==> src/rtl/csr_pkg.sv <==
// Shared types and helpers for the CSR encoder/decoder pair: FSM states,
// default geometry, and raster position arithmetic.
package csr_pkg;

    typedef enum logic [1:0] {
        IDLE = 2'd0,
        RUN  = 2'd1,
        DONE = 2'd2
    } csr_state_e;

    localparam int DEF_IMAGE_SIZE   = 28;
    localparam int DEF_WORD_LENGTH  = 8;
    localparam int DEF_COL_LENGTH   = 8;
    localparam int DEF_DWORD_LENGTH = 16;

    function automatic int unsigned frame_pixels(input int unsigned size);
        return size * size;
    endfunction

    // Raster position of (row, col); must stay identical to the encoder's view.
    function automatic logic [DEF_DWORD_LENGTH-1:0] pos_from_rc(
        input logic [DEF_DWORD_LENGTH-1:0] row,
        input logic [DEF_DWORD_LENGTH-1:0] col,
        input logic [DEF_DWORD_LENGTH-1:0] size
    );
        return row * size + col;
    endfunction

endpackage

==> src/rtl/csr_raster_counter.sv <==
// Raster position counter for one dense frame: clears on frame start,
// steps once per emitted pixel, and flags the last and terminal positions.
module csr_raster_counter #(
    parameter int pos_width = 16,
    parameter logic [pos_width-1:0] n2 = pos_width'(784)
) (
    input  logic                 clk,
    input  logic                 rst,
    input  logic                 clear,
    input  logic                 adv,
    output logic [pos_width-1:0] pos,
    output logic                 is_last,
    output logic                 terminal
);

    localparam logic [pos_width-1:0] POS_ONE = pos_width'(1);

    logic [pos_width-1:0] pos_q, pos_d;

    always_comb begin
        pos_d = pos_q;
        if (clear) begin
            pos_d = '0;
        end else if (adv) begin
            pos_d = pos_q + POS_ONE;
        end
    end

    always_ff @(posedge clk or posedge rst) begin
        if (rst) begin
            pos_q <= '0;
        end else begin
            pos_q <= pos_d;
        end
    end

    assign pos      = pos_q;
    assign is_last  = (pos_q == n2 - POS_ONE);
    // Once pos reaches n2 the frame is fully emitted and the counter parks.
    assign terminal = (pos_q == n2);

endmodule

==> src/rtl/csr_decoder.sv <==
// Expands a raster-ordered stream of nonzero (value, col, row) entries into a
// dense image_size x image_size pixel stream. Optional CSR_DEC_BOUND_CHECK_EN
// drops out-of-order / out-of-range entries and raises a sticky err.
module csr_decoder
    import csr_pkg::*;
#(
    parameter int col_length         = DEF_COL_LENGTH,
    parameter int word_length        = DEF_WORD_LENGTH,
    parameter int double_word_length = DEF_DWORD_LENGTH,
    parameter int image_size         = DEF_IMAGE_SIZE
) (
    input  logic                          clk,
    input  logic                          rst,
    input  logic                          start,
    input  logic [double_word_length-1:0] nnz,
    input  logic                          in_valid,
    output logic                          in_ready,
    input  logic [word_length-1:0]        in_value,
    input  logic [col_length-1:0]         in_col,
    input  logic [col_length-1:0]         in_row,
    output logic                          out_valid,
    input  logic                          out_ready,
    output logic [word_length-1:0]        data_out,
    output logic                          out_last,
    output logic                          done,
    output logic                          err,
    output logic [1:0]                    state_dbg
);

    // Handshakes: an entry transfers in a cycle where in_valid && in_ready;
    // a pixel transfers on a rising edge where out_valid && out_ready, and the
    // pixel registers hold steady while out_valid && !out_ready.

    localparam logic [double_word_length-1:0] N2 =
        double_word_length'(frame_pixels(image_size));
    localparam logic [double_word_length-1:0] DW_ONE = double_word_length'(1);
    localparam logic [col_length-1:0] IMG_COL = col_length'(image_size);

    csr_state_e                    state_q, state_d;
    logic [double_word_length-1:0] remaining_q, remaining_d;
    logic [word_length-1:0]        data_q, data_d;
    logic                          out_valid_q, out_valid_d;
    logic                          out_last_q, out_last_d;
    logic                          err_q, err_d;

    logic [double_word_length-1:0] pos, head_pos;
    logic is_last, terminal, cnt_clear, cnt_adv;
    logic col_ok, match, out_free, bad_entry;

    csr_raster_counter #(
        .pos_width (double_word_length),
        .n2        (N2)
    ) u_counter (
        .clk      (clk),
        .rst      (rst),
        .clear    (cnt_clear),
        .adv      (cnt_adv),
        .pos      (pos),
        .is_last  (is_last),
        .terminal (terminal)
    );

    assign head_pos = double_word_length'(pos_from_rc(DEF_DWORD_LENGTH'(in_row),
                                                      DEF_DWORD_LENGTH'(in_col),
                                                      DEF_DWORD_LENGTH'(image_size)));
    assign col_ok   = (in_col < IMG_COL);
    // An out-of-range column never matches, so it cannot alias a later row.
    assign match    = in_valid && (remaining_q != '0) && col_ok && (head_pos == pos);
    assign out_free = !out_valid_q || out_ready;

`ifdef CSR_DEC_BOUND_CHECK_EN
    assign bad_entry = in_valid && (remaining_q != '0) && ((head_pos < pos) || !col_ok);
`else
    assign bad_entry = 1'b0;
`endif

    always_comb begin
        state_d     = state_q;
        remaining_d = remaining_q;
        data_d      = data_q;
        out_valid_d = out_valid_q;
        out_last_d  = out_last_q;
        err_d       = err_q;
        in_ready    = 1'b0;
        cnt_clear   = 1'b0;
        cnt_adv     = 1'b0;

        case (state_q)
            IDLE: begin
                if (start) begin
                    state_d     = RUN;
                    remaining_d = nnz;
                    err_d       = 1'b0;
                    cnt_clear   = 1'b1;
                end
            end

            RUN: begin
                if (out_valid_q && out_ready) begin
                    out_valid_d = 1'b0;
                    out_last_d  = 1'b0;
                end
                if (!terminal) begin
                    if (bad_entry) begin
                        in_ready    = 1'b1;
                        remaining_d = remaining_q - DW_ONE;
                        err_d       = 1'b1;
                    end else if (out_free && ((remaining_q == '0) || in_valid)) begin
                        cnt_adv     = 1'b1;
                        out_valid_d = 1'b1;
                        out_last_d  = is_last;
                        data_d      = match ? in_value : '0;
                        if (match) begin
                            in_ready    = 1'b1;
                            remaining_d = remaining_q - DW_ONE;
                        end
                    end
                end else if (!out_valid_q) begin
                    state_d = DONE;
`ifdef CSR_DEC_BOUND_CHECK_EN
                    // Leftover entries stay upstream; only the flag records them.
                    if (remaining_q != '0) begin
                        err_d = 1'b1;
                    end
`endif
                end
            end

            DONE: begin
                state_d = IDLE;
            end

            default: begin
                state_d = IDLE;
            end
        endcase
    end

    always_ff @(posedge clk or posedge rst) begin
        if (rst) begin
            state_q     <= IDLE;
            remaining_q <= '0;
            data_q      <= '0;
            out_valid_q <= 1'b0;
            out_last_q  <= 1'b0;
            err_q       <= 1'b0;
        end else begin
            state_q     <= state_d;
            remaining_q <= remaining_d;
            data_q      <= data_d;
            out_valid_q <= out_valid_d;
            out_last_q  <= out_last_d;
            err_q       <= err_d;
        end
    end

    assign out_valid = out_valid_q;
    assign data_out  = data_q;
    assign out_last  = out_last_q;
    assign done      = (state_q == DONE);
    assign err       = err_q;
    assign state_dbg = state_q;

endmodule

==> config.mk <==
export PLATFORM = sky130hd
export DESIGN_NAME = csr_decoder
export DESIGN_NICKNAME = d
export VERILOG_FILES = /design/src/rtl/csr_pkg.sv /design/src/rtl/csr_raster_counter.sv /design/src/rtl/csr_decoder.sv
export SDC_FILE = /design/constraint.sdc
export NUM_CORES = 1
export LEC_CHECK = 0
export BUFFER_PORTS_ARGS = -buffer_cell sky130_fd_sc_hd__buf_2
export CORE_UTILIZATION = 54
export CTS_BUF_LIST = sky130_fd_sc_hd__clkbuf_8
export DETAILED_ROUTE_END_ITERATION = 12
export PLACE_DENSITY = 0.88
export SYNTH_ARGS = -nofsm -noshare
export SYNTH_HDL_FRONTEND = slang
export SYNTH_SLANG_ARGS = --single-unit
==> constraint.sdc <==
create_clock -name clk -period 4.6 [get_ports clk]
set_clock_uncertainty 0.15 [all_clocks]
set_input_delay 0.46 -clock clk [delete_from_list [all_inputs] [get_ports clk]]
set_output_delay 0.46 -clock clk [all_outputs]
set_load 0.05 [all_outputs]
==> flow_metrics.tcl <==
set metrics [dict create \
    fin_ws_ns -0.193 \
    slowest_delay_ns 0.55 \
    netlist_instances 470 \
    synthToLayoutAreaGrowth_pct 24.7 \
    grt_pass1_wl_mm 17.5 \
    yosys-top-cells-area "dfrtp_1 (28%), ha_1 (6.4%), nor2_1 (4.8%), xnor2_1 (4.7%), fa_1 (4.6%)" \
    diodes 0 \
    port_buffers 58 \
    cts_max_path_buffers 2 \
    drcViolationCount 0 \
    r2r-start "remaining_q[0]$_DFFE_PP0P_" \
    drive_above_1_share 0.257 \
    dieArea_sq_um 7550 \
    synth_fp_nets 544 \
    first_pass_iters 8 \
    clkPwrFrac 0.176 \
    status "complete, but fails checks" \
    holdWs_ns 0.139 \
    required_ns 3.99 \
    rows 30 \
    violations "setup timing" \
    core_area_sq_um 6870 \
    cts_tree "built" \
    die_h_microns 86.9 \
    grtUsageTotal 0.292 \
    p_leak_nw 2.17 \
    synth_area_sq_um 3890 \
    period_minus_slack_ns 4.79 \
    io_pins 60 \
    synth_largest_area_cell "dfrtp_1" \
    synth_common_cells "nor2_1 (50), dfrtp_1 (44), nand2_1 (35)" \
    maxCapViolations 0 \
    critical_path_class "in2out" \
    synth-main-ff-cell "dfrtp_1" \
    power_frac_comb 0.520 \
    start_kind "primary input" \
    maxSlewViolCount 0 \
    worstSetupEndpointType "output pin" \
    nFillCells 515 \
    path_cells "buf_4 -> fa_1 -> ha_1 -> a21oi_2 -> nor2b_1 -> nor2_1 -> xnor2_1 -> ha_1 -> nand3_2 -> a21oi_1 -> and3b_2 -> buf_4 -> nand2b_1 -> o21bai_1 -> o21ai_1 -> or4_4 -> nor3_4 -> buf_6" \
    p_int_mw 0.914 \
    critPathLaunch "in_row[1]" \
    path_max_fanout 3 \
    worst_slew_pin_slew_ns 0.844 \
    drt_wl_total_mm 11.0 \
    initial_core_util 0.567 \
    rsz0062_at_grt "yes" \
    fin_crit_sh 1.04 \
    ant_nets 0 \
    grt_antenna_before_repair 0 \
    synth_edf_count 0 \
    clk_pin_slew_worst_paths_ns 0.09 \
    wl_per_cell_microns 16.5 \
    viasPerCell 6.24 \
    synth.yosys.warnings 0 \
    drtIter0Drc 353 \
    dp_hpwl_mm 7.90 \
    cp_slowest_cell "or4_4" \
    syn_avg_cell_area_sq_um 8.28 \
    switchingPower_mw 0.609 \
    grt_max_degree 45 \
    powerDensity_nw_per_um2 314 \
    die_w_microns 86.9 \
    hold_viol_final 0 \
    yosys.area.top_type_share 0.283 \
    clkSinkCount 44 \
    async_reset_ff_frac 1.00 \
    nets 640 \
    max_freq_ghz 0.209 \
    vias 4134 \
    grt_pass1_vias 3980 \
    ir_drop_mv 0.208 \
    p_seq_frac 0.305 \
    cts_max_level 2 \
    power_mw 1.52 \
    synth.most_common_cell "nor2_1" \
    hp-class "in2async" \
    ctsRootBufferMaster "clkbuf_8" \
    slew_headroom 0.435 \
    cts_buffers 5 \
    ys_seq_area_frac 0.283 \
    cp.arrival_ns 4.18 \
    synthDistinctLibCells 68 \
    gp_congestion 0.932 \
    ys_ff_latch 44 \
    hold_buffers 0 \
    setup_viol 1 \
    gr-total-overflow 0 \
    clkLatencyLatePin_ns 0.31 \
    netSwitchingFraction 0.400 \
]
## through the flow
stage	instances	setup WS, ns	utilization	setup TNS [ns]	area, sq um
after CTS	660	-0.164	0.688	-0.164	4730
final	663	-0.193	0.707	-0.193	4860
after detailed placement	649	-0.469	0.667	-4.71	4580
after floorplan	470	-0.212	-	-0.486	3930
after global routing	663	-0.374	0.707	-0.458	4860
after global placement	649	-0.366	0.667	-1.21	4580
## flip-flops by register name (all words and copies together) (netlist names)
name           cells
remaining_q       16
u_counter.pos     16
data_out           8
state_dbg          2
out_last           1
out_valid          1
## power groups by stage
stage	registers (mW)	logic [mW]	clock network [mW]
3_5_place_dp	0.471	0.684	0
3_3_place_gp	0.469	0.651	0
4_1_cts	0.463	0.716	0.268
6_report	0.464	0.792	0.268
2_1_floorplan	0.449	0.468	0
5_1_grt	0.470	0.864	0.285
## layout make-up
class                      instances  area, sq um  share of cell area
multi-input combinational        378         2740               0.564
sequential                        44         1100               0.227
timing repair buffer             109          688               0.142
tap                               96          120              0.0247
inverter                          28          113              0.0232
clock buffer                       6         82.6              0.0170
clock inverter                     2         15.0             0.00309
## worst max-delay path, delay by kind of cell
kind                     cells  cell delay [ns]
adder cells (fa/ha/maj)      3             1.20
buffers and inverters        3             0.46
AND/OR/NAND/NOR              7             1.39
XOR/XNOR                     1             0.12
AO/OA/AOI/OAI                4             0.55
## worst paths after layout
path / slack, ns / depth (start not counted) / endpoint
setup / recovery: -0.19 / 18 / in_ready
hold / removal: 0.14 / 3 / data_out[1]$_DFFE_PP0P_
setup reg to reg: 0.93 / 10 / u_counter.pos[10]$_DFFE_PP0P_
hold reg to reg: 0.37 / 1 / data_out[7]$_DFFE_PP0P_
max in group asynchronous: 3.77 / 3 / remaining_q[10]$_DFFE_PP0P_
min in group clk: 0.22 / 2 / data_out[2]$_DFFE_PP0P_
## kinds of logic (layout without fill, tap and decap cells)
group,Yosys count,in the layout,share of synthesized area
and+or+nand+nor,207,207,0.279
AOI/OAI and AO/OA,105,106,0.194
buffers and inverters,49,145,0.0508
DFF,44,44,0.283
xor gates and xnor gates,34,34,0.0800
adders and majority gates,29,29,0.111
other,1,1,0.000963
muxes,1,1,0.00257
## layer usage
metal | GRT usage | routed length (microns) | share of wire | vias to the layer above
met5 | 0 | 0 | 0 | -
met4 | 0.133 | 239 | 0.022 | 0
met3 | 0.0588 | 1020 | 0.093 | 40
met2 | 0.498 | 5450 | 0.50 | 236
met1 | 0.355 | 4240 | 0.39 | 1966
li1 | - | - | - | 1892
## placed cells by master (no fill, tap or decap), types with 4 or more instances in the layout
cell / count
buf_2: 55
buf_4: 52
nor2_1: 50
dfrtp_1: 44
nand2_1: 35
inv_1: 25
nand3_1: 25
a21oi_1: 20
nor3_1: 19
xnor2_1: 19
ha_1: 17
or3_1: 16
o21ai_0: 12
xor2_1: 11
nor2b_1: 9
a31oi_1: 8
a22o_1: 8
fa_1: 8
nor4_1: 7
and3_1: 7
o21ai_1: 6
nand2b_1: 6
clkbuf_8: 6
nand4_1: 5
and2_1: 5
a211oi_1: 5
o31ai_1: 5
o21a_1: 4
o31a_1: 4
## repair_timing
action	in CTS	in global routing
resized for setup	8	16
setup buffers	3	2
pin swaps	7	4
cloned	0	1
endpoints found under the setup margin	3	6
No activity file was read; power rests on OpenSTA's default activity.
